**src/rtl/arb_requester.sv**
```systemverilog
// Per-client pending-transaction tracker that drives arbiter requests and
// flags overflow, starvation and illegal grants with sticky error bits.
module arb_requester #(
  parameter int CLIENTS  = 32,
  parameter int MAX_PEND = 7,
  parameter int TIMEOUT  = 31
) (
  input  logic               clock,
  input  logic               reset,
  input  logic [CLIENTS-1:0] push,
  input  logic [CLIENTS-1:0] grant,
  input  logic               clear_err,
  output logic [CLIENTS-1:0] request,
  output logic [CLIENTS-1:0] pend_full,
  output logic [CLIENTS-1:0] starve,
  output logic               overflow,
  output logic               spurious_grant
);

  localparam int CW = $clog2(MAX_PEND + 1);
  localparam int AW = (TIMEOUT < 1) ? 1 : $clog2(TIMEOUT + 1);

  localparam logic [CW-1:0]      CNT_MAX = CW'(MAX_PEND);
  localparam logic [CW-1:0]      CNT_ONE = CW'(1);
  localparam logic [AW-1:0]      AGE_MAX = AW'(TIMEOUT);
  localparam logic [AW-1:0]      AGE_ONE = AW'(1);
  localparam logic [CLIENTS-1:0] LSB_ONE = CLIENTS'(1);

  logic [CLIENTS-1:0] ovf_set;
  logic [CLIENTS-1:0] spur_set;
  logic               multi_grant;
  logic               overflow_q, overflow_d;
  logic               spurious_q, spurious_d;

  // Clearing the lowest set bit leaves something only if two or more were set.
  assign multi_grant = (grant & (grant - LSB_ONE)) != '0;

  genvar gi;
  generate
    for (gi = 0; gi < CLIENTS; gi++) begin : gen_client
      logic [CW-1:0] cnt_q, cnt_d;
      logic [AW-1:0] age_q, age_d;
      logic          starve_q, starve_d;
      logic          req;
      logic          consume;
      logic          ovf_c;

      assign req     = cnt_q != '0;
      assign consume = grant[gi] & req;

      always_comb begin
        cnt_d    = cnt_q;
        ovf_c    = 1'b0;
        age_d    = age_q;
        starve_d = starve_q & ~clear_err;

        // A push paired with a consumed grant is a net no-op, even at full.
        if (push[gi] && !consume) begin
          if (cnt_q == CNT_MAX) begin
            ovf_c = 1'b1;
          end else begin
            cnt_d = cnt_q + CNT_ONE;
          end
        end else if (!push[gi] && consume) begin
          cnt_d = cnt_q - CNT_ONE;
        end

        if (!req || grant[gi]) begin
          age_d = '0;
        end else if (age_q != AGE_MAX) begin
          age_d = age_q + AGE_ONE;
        end

        if (age_d == AGE_MAX) begin
          starve_d = 1'b1;
        end
      end

      always_ff @(posedge clock or negedge reset) begin
        if (!reset) begin
          cnt_q    <= '0;
          age_q    <= '0;
          starve_q <= 1'b0;
        end else begin
          cnt_q    <= cnt_d;
          age_q    <= age_d;
          starve_q <= starve_d;
        end
      end

      assign ovf_set[gi]   = ovf_c;
      assign spur_set[gi]  = grant[gi] & ~req;
      assign request[gi]   = req;
      assign pend_full[gi] = cnt_q == CNT_MAX;
      assign starve[gi]    = starve_q;
    end
  endgenerate

  always_comb begin
    overflow_d = (|ovf_set) | (overflow_q & ~clear_err);
    spurious_d = (|spur_set) | multi_grant | (spurious_q & ~clear_err);
  end

  always_ff @(posedge clock or negedge reset) begin
    if (!reset) begin
      overflow_q <= 1'b0;
      spurious_q <= 1'b0;
    end else begin
      overflow_q <= overflow_d;
      spurious_q <= spurious_d;
    end
  end

  assign overflow       = overflow_q;
  assign spurious_grant = spurious_q;

endmodule

```
**config.mk**
```make
export PLATFORM = sky130hd
export DESIGN_NAME = arb_requester
export DESIGN_NICKNAME = d
export VERILOG_FILES = /design/src/rtl/arb_requester.sv
export SDC_FILE = /design/constraint.sdc
export NUM_CORES = 1
export LEC_CHECK = 0
export BUFFER_PORTS_ARGS = -buffer_cell sky130_fd_sc_hd__buf_4
export CORE_MARGIN = 3
export CORE_UTILIZATION = 55
export DETAILED_ROUTE_END_ITERATION = 6
export GPL_TIMING_DRIVEN = 0
export PLACE_DENSITY = 0.78
export REMOVE_ABC_BUFFERS = 1
export SETUP_SLACK_MARGIN = 0.5
export SLEW_MARGIN = 20
export SYNTH_ARGS = -nofsm -noshare
export SYNTH_HDL_FRONTEND = slang
export SYNTH_SLANG_ARGS = --single-unit
```
**constraint.sdc**
```tcl
create_clock -name clock -period 2.7 [get_ports clock]
set_clock_uncertainty 0.05 [all_clocks]
set_input_delay 0.27 -clock clock [delete_from_list [all_inputs] [get_ports clock]]
set_output_delay 0.27 -clock clock [all_outputs]
set_load 0.005 [all_outputs]
```
==> results.cfg <==
[critical_path]
cp_num_buf_inv = 2
critPathMostFrequentCell = a2111oi_2
worstRegToRegCells = 7
crit_family = compound AO/OA/AOI/OAI gates
cp.arrival_ps = 2530
reg2reg_from = gen_client[20].cnt_q[1]$_DFFE_PN0P_
worst_path_max_delay_cell = dlygate4sd3_1
cp-start-kind = input pin
endpoint_kind = flip-flop
critical_path_class = input pin to flip-flop
cp_max_fo = 13
reg2reg_slack_ps = 520
required_ps = 3050
r2r_end = gen_client[20].cnt_q[1]$_DFFE_PN0P_
path_cells = dlygate4sd3_1 -> buf_4 -> nor2_1 -> and4_4 -> nand3_2 -> a2111oi_2 -> o21ai_0 -> a2111oi_2 -> nand4_1
slowest_delay_ps = 540

[layout]
nets = 2564
drive_above_1_share = 0.1773
multi_input_area_sq_mm = 0.01138
fillCellCount = 2867
areaGrowthSynthToFinish_pct = 15.59
seqCellArea_sq_mm = 0.007370

[die]
initial_utilization = 0.5598
die_w_um = 196.5
core_sq_mm = 0.03566
rows = 69
dieArea_sq_mm = 0.03861
ioPinCount = 165
fp.dieH_um = 196.5

[sta]
min_period_ps = 2179
fmax_ghz = 0.4590
finalCritPeriodShare = 0.8069
finalHoldViolCount = 0
drv_slew = 0
setup_tns_ps = 0
timing.hold.ws_ps = 25.57
setup_violations = 0
rsz0062_at_grt = yes
worst_pin_slew_ps = 753.1
slew_headroom = 0.4972

[synth]
synth.area.top_cells = dfrtp_1 36%, o21ai_0 5.5%, nor2_1 4.3%
synth-async-reset-ratio = 1.000
synth_top_area_frac = 0.3636
synthTopCellsByCount = 290 x dfrtp_1, 229 x nor2_1, 219 x o21ai_0
synth_area_per_cell_sq_um = 8.337
ys_ff_latch = 290
synth-main-ff-cell = dfrtp_1
yosysSeqAreaShare = 0.3636
yosysMostFrequentCell = dfrtp_1
syn_inst = 2394
yosysTopAreaCell = dfrtp_1
synth_edf_count = 0
synthDistinctLibCells = 67
synth_warnings = 0
synth_area_sq_mm = 0.01996

[clock_network]
tritoncts = done
h-tree-depth = 2
cts_root_buffer = clkbuf_16
cts.sinks = 290
clk_pin_slew_ps = 60
cts_buffer_depth = 3
cts_buffers = 37
clk_latency_ps = 540

[routing]
ant_nets = 0
via_per_inst = 6.293
vias = 18390
drc = 0
drt-wirelength-per-cell_um = 18.19
drt-pass1-iter-count = 6
wirelength_mm = 53.16
drtIter0Drc = 1790

[global_route]
grt_max_degree = 94
overflow = 0
grt.total_usage = 0.2663
grt_pass1_vias = 17460
antenna_found_initial = 1
grt_pass1_wl_mm = 86.11

[power_and_ir_drop]
leakage_uw = 0.01003
power_per_cell_area_mw_per_mm2 = 959.3
ir_drop_v = 0.0005247

[run_status]
status = complete, no violations

[placed_design]
io_buffers = 164
globalplace.congestion = 0.9172
hpwlAfterDp_mm = 36.76

[min_path]
min_from = push[6]
min_to = gen_client[6].cnt_q[1]$_DFFE_PN0P_
min_path_cells = 3
hold_class = input pin to flip-flop

[job]
max_cap_viol_count = 0
[per-stage QoR]
stage          worst slack, ps  utilization  cell area (sq um)  power, uW  instances
2_1_floorplan            539.8            -              18800      12700       2166
3_3_place_gp             -1372       0.5780              20610      14880       2791
3_5_place_dp             130.4       0.5805              20700      15410       2794
4_1_cts                  356.4       0.6313              22510      21360       2884
5_1_grt                  414.0       0.6469              23070      23700       2920
6_report                 521.4       0.6471              23070      22130       2922
[cells in the final DEF (no fill, tap or decap), types with 25 or more instances in the layout]
master,count
ha_1,32
o21ai_0,206
nor3_1,27
buf_4,205
nand4_1,61
a21oi_1,170
dfrtp_2,90
nor2_1,227
mux2i_1,44
and3_1,25
o211ai_1,32
xor2_1,35
nand2_1,169
clkbuf_16,37
o22ai_1,32
dfrtp_1,200
nand3_1,100
a22oi_1,38
a32o_1,33
inv_1,142
xnor2_1,97
a32oi_1,25
a31oi_1,48
[worst max-delay path by stage]
stage / startpoint / end / slack [ps] / cells past startpoint
detailed placement: gen_client[11].cnt_q[0]$_DFFE_PN0P_ / gen_client[11].cnt_q[1]$_DFFE_PN0P_ / 130 / 6
CTS: gen_client[11].cnt_q[0]$_DFFE_PN0P_ / gen_client[11].cnt_q[1]$_DFFE_PN0P_ / 360 / 6
global route: grant[10] / spurious_grant$_DFF_PN0_ / 410 / 9
global placement: reset / gen_client[15].starve_q$_DFF_PN0_ / -1370 / 1
finish: grant[10] / spurious_grant$_DFF_PN0_ / 520 / 9
floorplan: gen_client[17].cnt_q[0]$_DFFE_PN0P_ / gen_client[17].cnt_q[1]$_DFFE_PN0P_ / 540 / 7
[sequential cells by signal (all words and copies together), names as in the netlist]
register             cells
gen_client.age_q       160
spurious_grant           1
overflow                 1
gen_client.cnt_q        96
gen_client.starve_q     32
[kinds of logic after synthesis]
| group | Yosys count | synth area share |
|---|---|---|
| AO/OA/AOI/OAI | 753 | 0.2419 |
| XOR/XNOR | 132 | 0.05792 |
| adder cells (fa/ha/maj) | 66 | 0.05316 |
| buffers and inverters | 375 | 0.08569 |
| flip-flops | 290 | 0.3636 |
| multiplexers | 44 | 0.02207 |
| AND/OR/NAND/NOR | 734 | 0.1757 |
[worst register-to-register path, cell delays in order (launching register included)]
cell and delay [ps]:
dfrtp_2 410, or3_4 430, nand2_2 90, nand2_2 60
fa_1 510, o21bai_1 180, a32oi_1 160, o221ai_1 150
[where the power goes]
part	internal (uW)	total (uW)	switching, uW
Clock	3570	5520	1950
Sequential	5470	7840	2380
Combinational	4200	8770	4570
[repair_timing]
item,CTS,global route
setup endpoints to repair,55,57
gates resized for setup,55,133
hold buffers,19,0
hold endpoints to repair,63,0
setup buffers,6,36
pin swaps,3,28
[cell type report]
class                           count  area share
Clock inverter                     17     0.01388
Inverter                          147     0.02392
Antenna cell                        2   0.0002169
Sequential cell                   290      0.3194
Multi-Input combinational cell   1729      0.4934
Clock buffer                       48     0.04496
Tap cell                          461     0.02500
Timing Repair Buffer              228     0.07918
[routing by layer]
metal	global-route usage	vias to the layer above	wire, um	share of wire
met5	0	-	12	0.00023
li1	-	8702	-	-
met4	0.1225	2	2186	0.041
met3	0.04598	139	4030	0.076
met1	0.3491	8820	21610	0.41
met2	0.4347	725	25320	0.48
No activity file was read; power rests on OpenSTA's default activity.
